`src/rtl/status_branch_unit.sv`:
```
// Status/branch stage: registers ALU writeback, maintains the {C,S,Z} status
// register and the program counter, and halts in TRAP until reset.
module status_branch_unit #(
    parameter int WIDTH = 20,
    parameter int HALF  = 10
) (
    input  logic             clk,
    input  logic             rst,
    input  logic             in_valid,
    output logic             in_ready,
    input  logic [2:0]       in_op,
    input  logic [WIDTH-1:0] in_result,
    input  logic [2:0]       in_flags,
    input  logic             in_half,
    input  logic [WIDTH-1:0] in_target,
    output logic             wb_valid,
    input  logic             wb_ready,
    output logic [WIDTH-1:0] wb_data,
    output logic [2:0]       status,
    output logic [WIDTH-1:0] pc,
    output logic             redirect,
    output logic             trapped
);

    // state | meaning
    // RUN   | accepting bundles whenever the writeback slot can take one
    // TRAP  | halted after a TRAP op; only rst returns to RUN
    typedef enum logic {
        RUN  = 1'b0,
        TRAP = 1'b1
    } state_t;

    localparam logic [2:0] OP_WB   = 3'b000;
    localparam logic [2:0] OP_JMP  = 3'b001;
    localparam logic [2:0] OP_JZ   = 3'b010;
    localparam logic [2:0] OP_JS   = 3'b011;
    localparam logic [2:0] OP_JZS  = 3'b100;
    localparam logic [2:0] OP_LSR  = 3'b101;
    localparam logic [2:0] OP_XSR  = 3'b110;
    localparam logic [2:0] OP_TRAP = 3'b111;

    localparam logic [WIDTH-1:0] HALF_MASK = {{(WIDTH-HALF){1'b0}}, {HALF{1'b1}}};
    localparam logic [WIDTH-1:0] PC_ONE    = {{(WIDTH-1){1'b0}}, 1'b1};

    state_t           state_q, state_d;
    logic [WIDTH-1:0] pc_q, pc_d;
    logic [2:0]       status_q, status_d;
    logic             wb_valid_q, wb_valid_d;
    logic [WIDTH-1:0] wb_data_q, wb_data_d;
    logic             redirect_q, redirect_d;

    logic             accept;
    logic             taken;
    logic [WIDTH-1:0] masked;

    // Reset must block acceptance even though state updates only at the edge.
    assign in_ready = !rst && (state_q == RUN) && (!wb_valid_q || wb_ready);
    assign accept   = in_valid && in_ready;
    assign masked   = in_half ? (in_result & HALF_MASK) : in_result;

    always_comb begin
        taken = 1'b0;
        case (in_op)
            OP_JMP:  taken = 1'b1;
            OP_JZ:   taken = status_q[0];
            OP_JS:   taken = status_q[1];
            OP_JZS:  taken = status_q[0] || status_q[1];
            default: taken = 1'b0;
        endcase
    end

    always_comb begin
        state_d    = state_q;
        pc_d       = pc_q;
        status_d   = status_q;
        wb_valid_d = wb_valid_q;
        wb_data_d  = wb_data_q;
        redirect_d = 1'b0;

        if (wb_valid_q && wb_ready) begin
            wb_valid_d = 1'b0;
        end

        if (accept) begin
            case (in_op)
                OP_WB: begin
                    wb_valid_d = 1'b1;
                    wb_data_d  = masked;
                    status_d   = {in_flags[2], in_flags[1], (masked == '0)};
                    pc_d       = pc_q + PC_ONE;
                end
                OP_JMP, OP_JZ, OP_JS, OP_JZS: begin
                    if (taken) begin
                        pc_d       = in_target;
                        redirect_d = 1'b1;
                    end else begin
                        pc_d = pc_q + PC_ONE;
                    end
                end
                OP_LSR: begin
                    status_d = in_result[2:0];
                    pc_d     = pc_q + PC_ONE;
                end
                OP_XSR: begin
                    status_d = status_q ^ in_result[2:0];
                    pc_d     = pc_q + PC_ONE;
                end
                OP_TRAP: begin
                    state_d = TRAP;
                end
                default: begin
                    state_d = state_q;
                end
            endcase
        end
    end

    always_ff @(posedge clk) begin
        if (rst) begin
            state_q    <= RUN;
            pc_q       <= '0;
            status_q   <= '0;
            wb_valid_q <= 1'b0;
            wb_data_q  <= '0;
            redirect_q <= 1'b0;
        end else begin
            state_q    <= state_d;
            pc_q       <= pc_d;
            status_q   <= status_d;
            wb_valid_q <= wb_valid_d;
            wb_data_q  <= wb_data_d;
            redirect_q <= redirect_d;
        end
    end

    assign wb_valid = wb_valid_q;
    assign wb_data  = wb_data_q;
    assign status   = status_q;
    assign pc       = pc_q;
    assign redirect = redirect_q;
    assign trapped  = (state_q == TRAP);

endmodule

```
`config.mk`:
```
export PLATFORM = sky130hd
export DESIGN_NAME = status_branch_unit
export DESIGN_NICKNAME = d
export VERILOG_FILES = /design/src/rtl/status_branch_unit.sv
export SDC_FILE = /design/constraint.sdc
export NUM_CORES = 1
export LEC_CHECK = 0
export BUFFER_PORTS_ARGS = -buffer_cell sky130_fd_sc_hd__buf_2
export CORE_MARGIN = 2
export CORE_UTILIZATION = 48
export CTS_CLUSTER_DIAMETER = 40
export DETAILED_ROUTE_END_ITERATION = 8
export GPL_TIMING_DRIVEN = 0
export PLACE_DENSITY = 0.79
export SLEW_MARGIN = 20
export SYNTH_ARGS = -nofsm -noshare
export SYNTH_HDL_FRONTEND = slang
export SYNTH_SLANG_ARGS = --single-unit
```
`constraint.sdc`:
```
create_clock -name clk -period 2.3 [get_ports clk]
set_clock_uncertainty 0.05 [all_clocks]
set_input_delay 0.345 -clock clk [delete_from_list [all_inputs] [get_ports clk]]
set_output_delay 0.345 -clock clk [all_outputs]
set_load 0.005 [all_outputs]
```
-- Word-level counts from Yosys, hierarchy flattened
Cells that the tools add are included.
- bits in registers: 46
- bits of input ports: 51
- logic and storage cells: 46
- add/sub/neg operators: 1
- eq/ne operators: 7
- muxes and demuxes: 9
- bitwise logic cells: 4
- reductions and logical operators: 19
- operator list (operator ; number):
    $mux W20 ; 2
    $pmux W20 S2 ; 1
    $add A20 B1 Y20 const B ; 1
    $logic_not A20 Y1 ; 1
    $eq A3 B3 Y1 const B ; 4
    $pmux W3 S3 ; 1
    $reduce_and A2 Y1 ; 4
    $eq A3 B2 Y1 const B ; 2
    $reduce_or A3 Y1 ; 2
    $logic_and A1 B1 Y1 ; 4
    $mux W1 ; 4
    $pmux W1 S4 ; 1
    $reduce_or A4 Y1 ; 1
    $eq A3 B1 Y1 const B ; 1
    $logic_not A3 Y1 ; 1
    $not A1 Y1 ; 3
    $reduce_bool A3 Y1 ; 1
    $xor A3 B3 Y3 ; 1
    $logic_not A1 Y1 ; 2
    $logic_or A1 B1 Y1 ; 2
    $reduce_bool A2 Y1 ; 1

-- Depth between registers and ports, before layout
Gate-level depths: netlist of run 1.
- depth after elaboration: 6
- depth in mapped cells: 7
- gate-level depth less buffers: 6

-- Least setup slack after synthesis of run 1
Ideal clock, no wire load.
- path kind: input to register
- start point: in in_op[0]
- end point: reg pc_q[19], in the netlist pc[19]
- library setup time: 0.081 ns
- data arrival time: 1.789 ns
- required time: 2.169 ns
- slack: 0.381 ns
- stages on the path: 6
- cell sequence: buf_4 -> and2b_4 -> a221oi_4 -> nor2_2 -> or4_1 -> a41oi_1
- longest elaborated chain between the ends: 4
- RTL lines (item ; RTL line ; RTL):
    start: declaration ; 11 ; input logic [2:0] in_op,
    $eq A3 B3 Y1 (tied with other cells) ; 63, 85 ;
    $pmux W1 S4 (tied with other cells) ; 63 ; case (in_op)
    $mux W20 / $reduce_bool A2 Y1 (equally long branches) ; n/a ;
    $pmux W20 S2 / $reduce_and A2 Y1 (equally long branches) ; n/a ;
    end signal: assignment ; 128 ; pc_q <= pc_d;
    end: declaration ; 46 ; logic [WIDTH-1:0] pc_q, pc_d;
Parallel ways exist; a longest one is shown, timed or not.
A chain may end at the register's enable or synchronous reset.

-- Worst setup path after layout of run 1
- start point: reg status_q[0], in the netlist status[0]
- end point: reg pc_q[9], in the netlist pc[9]
- longest elaborated chain between the ends: 4
- RTL lines (item ; RTL line ; RTL):
    start: declaration ; 47 ; logic [2:0] status_q, status_d;
    start signal: assignment ; 129 ; status_q <= status_d;
    $logic_or A1 B1 Y1 ; 67 ; OP_JZS: taken = status_q[0] || status_q[1];
    $pmux W1 S4 * ; 63 ;
    $mux W20 * ; 93 ; if (taken) begin
    $pmux W20 S2 * ; 85 ; case (in_op)
Every way passes the cells marked *; elsewhere a longest branch is shown, timed or not.

==> out/qor.yml, run 1 <==
cells_and_area:
  fin_area_um2: 3120
  diodes: 0
  regArea_um2: 921
  fill_cells: 496
  multi_input_comb_area_um2: 1410
  layout-drive-gt1-share_pct: 28.4
  final_util_pct: 64.8
  synthToLayoutAreaGrowth_pct: 28.4
  nets: 467
yosys:
  syn-num-nets: 365
  synth.area.top_cells: "dfxtp_1 (38%), a21oi_1 (8.6%), nand2_1 (4.8%)"
  syn_avg_cell_area_um2: 7.77
  synth-main-ff-cell: "dfxtp_1"
  ys.warnings.count: 0
  netlist_instances: 313
  synth_cell_types: 49
  ys_ff_latch: 46
  synth_top_area_share_pct: 37.9
  netlist_area_um2: 2430
  synth_most_common_cell: "dfxtp_1"
  synth_common_cells: "dfxtp_1 (46), a21oi_1 (42), nand2_1 (31), nor2_1 (23), o21ai_0 (23)"
  yosysTopAreaCell: "dfxtp_1"
  synth_edf_count: 0
  async_flop_share_pct: 0
  synth_seq_area_share_pct: 37.9
detailed_routing:
  vias_per_cell: 5.88
  route.detailed.drc: 0
  ant_nets: 0
  drt-initial-drc-count: 208
  vias: 2841
  first_pass_iters: 5
  wire_per_inst_um: 15.5
  wl_mm: 7.47
floorplanning:
  initial_core_util_pct: 50.5
  coreArea_um2: 4820
  ioPinCount: 98
  rows: 25
  die_h_um: 75.2
  die_w_um: 75.2
  die_area_um2: 5650
worst_setup_path:
  path_max_fanout: 10
  critPathRequiredTime_ns: 2.43
  cp-end-kind: "flip-flop"
  critical_path_buf_inv_count: 1
  slowest_stage: "dfxtp_1"
  critical-path-max-stage-delay_ns: 0.47
  start_kind: "flip-flop"
  cp_cell_sequence: "nor2_1, o31ai_2, nand2_1, buf_2, o21ai_0, a211oi_1"
  critical_path_class: "flip-flop to flip-flop"
  worstPathArrival_ns: 2.31
  crit_family: "compound AO/OA/AOI/OAI gates"
timing:
  drv_slew: 0
  setup_viol: 0
  max_slew_margin_pct: 62.2
  clock.fmax_ghz: 0.458
  tightestPinTransition_ns: 0.565
  min_period_ns: 2.18
  worst_slack_ns: 0.118
  hold_viol_final: 0
  rsz0062_at_grt: "no"
  fin_crit_sh_pct: 94.9
status:
  status: "complete, no violations"
place:
  postPlaceCellArea_um2: 2990
  routabilityCongestion: 0.889
  io_buffers: 95
  place_hpwl_mm: 5.44
  post-place-ws_ns: -0.00765
clocking:
  clk_pin_slew_worst_paths_ns: 0.09
  clkLatencyLatePin_ns: 0.31
  cts_max_path_buffers: 2
  cts_buffers: 5
  h-tree-depth: 2
  cts_tree: "done"
  cts_sinks: 46
  cts_root_buf: "clkbuf_8"
run:
  maxCapViolations: 0
grt:
  grt_max_degree: 15
  overflow: 0
  antenna_found_initial: 0
  met3_usage_pct: 4.69
  grtUsageTotal_pct: 26.4
  use_met2_pct: 41.5
  first_global_vias: 2504
  gr-usage-met1_pct: 36.5
  grt_pass1_wl_mm: 11.6
  top_usage_layer: "met2"
pwr:
  leakagePower_nw: 1.25
  p_per_area_nw_per_um2: 551
  vdd_drop_max_uv: 328
min_path:
  hold_path_class: "primary input to flip-flop"
## logic make-up (layout without fill, tap and decap cells)
logic type               count (synthesis)  in the layout  synth area share [%]
flip-flops                              46             46                  37.9
adder cells (fa/ha/maj)                  1              1                 0.514
multiplexers                             1              1                 0.412
AO/OA/AOI/OAI                          111            111                  30.0
AND/OR/NAND/NOR                        124            124                  26.2
buffers and inverters                   30            133                  4.99
## cells in the final DEF (no fill, tap or decap), types with 2 or more instances in the layout
cell	instances
buf_2	99
dfxtp_1	46
a21oi_1	42
nand2_1	31
nor2_1	23
o21ai_0	23
nand3_1	16
inv_1	11
clkbuf_1	11
nor3b_1	10
and3_1	7
nand2b_1	6
nand4_1	6
o31a_1	5
o32ai_1	5
nor3_1	5
o22ai_1	5
nor4_1	5
clkbuf_8	5
or3_1	4
a211oi_1	4
clkbuf_2	3
a221oi_1	3
a31oi_1	3
and2_1	2
a2111oi_0	2
a2bb2oi_1	2
a311oi_1	2
a32o_1	2
or4_1	2
a41oi_1	2
nor4_2	2
## per-stage QoR
step	hold slack, ns	TNS, ns	total power, mW	std cells
2_1_floorplan	0.403	0	1.00	313
3_3_place_gp	0.389	-0.00294	1.12	475
3_5_place_dp	0.393	-0.00765	1.12	475
4_1_cts	0.231	0	1.72	483
5_1_grt	0.236	0	1.78	483
6_report	0.228	0	1.72	483
## state kept, by name, summed over array words and instances, names as in the netlist
name / count
redirect: 1
pc: 20
wb_valid: 1
trapped: 1
wb_data: 20
status: 3
## cell type report
| cell class | count | area share, % |
|---|---|---|
| well taps | 67 | 2.68 |
| inverters | 11 | 1.32 |
| clock buffers | 6 | 2.32 |
| plain buffers | 19 | 2.68 |
| multi-input cells | 237 | 45.1 |
| clock inverters | 2 | 1.20 |
| flip-flops and latches | 46 | 29.5 |
| repair buffers | 95 | 15.2 |
## where the power goes
| group | switching [mW] | leakage (nW) | total (mW) | internal, mW |
|---|---|---|---|---|
| sequential | 0.0258 | 0.373 | 0.845 | 0.819 |
| combinational | 0.154 | 0.830 | 0.266 | 0.112 |
| clock | 0.286 | 0.0514 | 0.610 | 0.324 |
| total | 0.466 | 1.25 | 1.72 | 1.25 |
## per-layer routing
layer,up-vias,wire length (um)
li1,1379,-
met1,1319,3240
met2,124,3560
met3,19,503
met4,0,177
met5,-,0
## worst paths after layout
| kind | depth (start not counted) | end | from | slack [ns] |
|---|---|---|---|---|
| worst max-delay path | 6 | pc[9] | status[0] | 0.12 |
| worst max register to register | 6 | pc[9] | status[0] | 0.12 |
| worst min-delay path | 3 | wb_data[3] | in_result[3] | 0.23 |
| worst min register to register | 2 | wb_data[8] | wb_data[8] | 0.41 |
## tightest hold or removal path, cell delays in order
cell     delay [ns]
buf_2          0.10
nand2_1        0.05
a21oi_1        0.05
## timing repair
| action | 4_1_cts | 5_1_grt |
|---|---|---|
| hold buffers | 0 | 0 |
| setup buffers | 0 | 0 |
| resized for setup | 0 | 9 |
| endpoints found under the setup margin | 0 | 12 |
No activity file was read; power rests on OpenSTA's default activity.
==> run 2: changes to the inputs <==
--- a/config.mk
+++ b/config.mk
@@ -6,6 +6,7 @@
 export NUM_CORES = 1
 export LEC_CHECK = 0
 export BUFFER_PORTS_ARGS = -buffer_cell sky130_fd_sc_hd__buf_2
+export CORE_ASPECT_RATIO = 0.75
 export CORE_MARGIN = 2
 export CORE_UTILIZATION = 48
 export CTS_CLUSTER_DIAMETER = 40
==> constraint.sdc (replaced) <==
create_clock -name clk -period 2.05 [get_ports clk]
set_clock_uncertainty 0.05 [all_clocks]
set_input_delay 0.3075 -clock clk [delete_from_list [all_inputs] [get_ports clk]]
set_output_delay 0.3075 -clock clk [all_outputs]
set_load 0.005 [all_outputs]
==> run 2 against run 1 <==
Via count increased by 2.0%. Register-to-register slack lost 0.10 ns. Die area rose by 0.10%. Count of clock-buffer cells in the layout shrank 1. Power grew 14%. Critical path depth down 1. Cell count decreased by 0.83%. Final area up 2.4%. Sequential share of layout area is 0.66 points lower. Critical endpoint is now pc[19].
==> out/qor.yml, run 2 (synthesis gave the netlist of run 1 again) <==
status:
  status: "complete, no violations"
worst_setup_path:
  path_max_fanout: 8  # -2
  critical_path_buf_inv_count: 0  # -1
  slowest_stage: "dfxtp_1"
  crit_family: "simple AND/OR/NAND/NOR gates"
  critPathRequiredTime_ns: 2.22  # -0.21 ns
  critical-path-max-stage-delay_ns: 0.48  # about the same
  critical_path_class: "flip-flop to flip-flop"
  cp-end-kind: "flip-flop"
  critPathMostFrequentCell: "nand4_1"
  cp_cell_sequence: "nand4_1, nor2_2, nand4_1, or4_1, a41oi_1"
  start_kind: "flip-flop"
  worstPathArrival_ns: 2.21  # -0.10 ns
detailed_routing:
  wire_per_inst_um: 15.9  # +2.8%
  drt-initial-drc-count: 270  # +30%
  vias: 2899  # +2.0%
  first_pass_iters: 5  # unchanged
  ant_nets: 0  # unchanged
  route.detailed.drc: 0  # unchanged
  vias_per_cell: 6.05  # +2.9%
  wl_mm: 7.62  # +1.9%
cells_and_area:
  synthToLayoutAreaGrowth_pct: 31.5
  layout_commonest_cell: "buf_2"
  nets: 470  # +0.64%
  fill_cells: 475  # -4.2%
  layout-drive-gt1-share_pct: 31.0  # +2.7 points
  stdcell_count: 479  # -0.83%
  mostFrequentLayoutCells: "buf_2 (97), dfxtp_1 (45), a21oi_1 (42)"
  final_util_pct: 65.3  # +0.47 points
  diodes: 0  # unchanged
floorplanning:
  die_area_um2: 5660  # +0.10%
  coreArea_um2: 4900  # +1.7%
  rows: 22  # -12%
  die_w_um: 86.2  # +15%
  initial_core_util_pct: 49.6  # -0.85 points
  ioPinCount: 98  # unchanged
  die_h_um: 65.7  # -13%
place:
  post-place-ws_ns: -0.275  # -0.267 ns
  io_buffers: 95  # unchanged
  place_hpwl_mm: 5.49  # +0.92%
  dp.cells: 468  # -1.5%
  routabilityCongestion: 0.931  # +4.8%
timing:
  clock.fmax_ghz: 0.491  # +7.3%
  min_period_ns: 2.03  # -0.148 ns
  drv_slew: 0  # unchanged
  hold_viol_final: 0  # unchanged
  max_slew_margin_pct: 58.8  # -3.4 points
  fin_crit_sh_pct: 99.3  # +4.4 points
  worst_slack_ns: 0.0151  # -0.102 ns
  tightestPinTransition_ns: 0.615  # +0.0505 ns
  fin_tns_setup_ns: 0  # unchanged
  setup_viol: 0  # unchanged
  rsz0062_at_grt: "yes"
grt:
  overflow: 0  # unchanged
  grt_pass1_wl_mm: 12.0  # +4.0%
  first_global_vias: 2521  # +0.68%
  antenna_found_initial: 0  # unchanged
  grtUsageTotal_pct: 26.6  # +0.20 points
  grt_max_degree: 16  # +1
pwr:
  leakagePower_nw: 1.32  # +4.9%
  p_per_area_nw_per_um2: 611  # +11%
  vdd_drop_max_uv: 454  # +39%
min_path:
  hold_path_class: "primary input to flip-flop"
clocking:
  cts_tree: "done"
  clk_pin_slew_worst_paths_ns: 0.09  # about the same
  cts_max_path_buffers: 2  # unchanged
  clkLatencyLatePin_ns: 0.30  # about the same
  h-tree-depth: 2  # unchanged
  cts_buffers: 5  # unchanged
  cts_root_buf: "clkbuf_8"
  cts_sinks: 46  # unchanged
run:
  maxCapViolations: 0  # unchanged
## run 2: repair_timing
action | CTS | global route
hold buffers | 0 | 0
setup endpoints to repair | 17 | 18
pin swaps | 0 | 5
gates cloned | 0 | 0
gates resized for setup | 7 | 16
setup buffers | 0 | 3
## run 2: worst min-delay path, delay by kind of cell
kind | cells | cell delay, ns
AND/OR/NAND/NOR | 1 | 0.05
buffers and inverters | 1 | 0.10
AO/OA/AOI/OAI | 1 | 0.05
## run 2: worst paths after layout
check	start	to	slack (ns)	depth (start not counted)
worst max-delay path	pc[2]	pc[19]	0.02	5
worst min-delay path	in_result[3]	wb_data[3]	0.20	3
worst max register to register	pc[2]	pc[19]	0.02	5
worst min register to register	wb_data[8]	wb_data[8]	0.41	2
## run 2: metrics by stage
step	area, um2	hold WS [ns]	power [mW]
floorplan	2430	0.393	1.12
global placement	2980	0.393	1.25
detailed placement	2980	0.396	1.26
CTS	3130	0.190	1.94
global route	3200	0.211	2.03
finish	3200	0.197	1.95
## run 2: layout make-up
type | instances | area (um2) | area share (%)
Buffer | 19 | 90.1 | 2.82
Timing Repair Buffer | 98 | 498 | 15.6
Clock inverter | 3 | 45.0 | 1.41
Multi-Input combinational cell | 237 | 1460 | 45.6
Inverter | 11 | 41.3 | 1.29
Tap cell | 60 | 75.1 | 2.35
Clock buffer | 5 | 68.8 | 2.15
Sequential cell | 46 | 922 | 28.8
## run 2: report_power, final
| group | switching, mW | internal, mW |
|---|---|---|
| logic | 0.178 | 0.131 |
| clock network | 0.332 | 0.363 |
| registers | 0.0302 | 0.919 |
## run 2: routing by layer
layer  wire, um  GRT usage (%)  up-vias
li1           -              -     1381
met1       3460           39.1     1329
met2       3310           40.6      172
met3        749           4.65       17
met4         97           6.05        0
met5          0              0        -
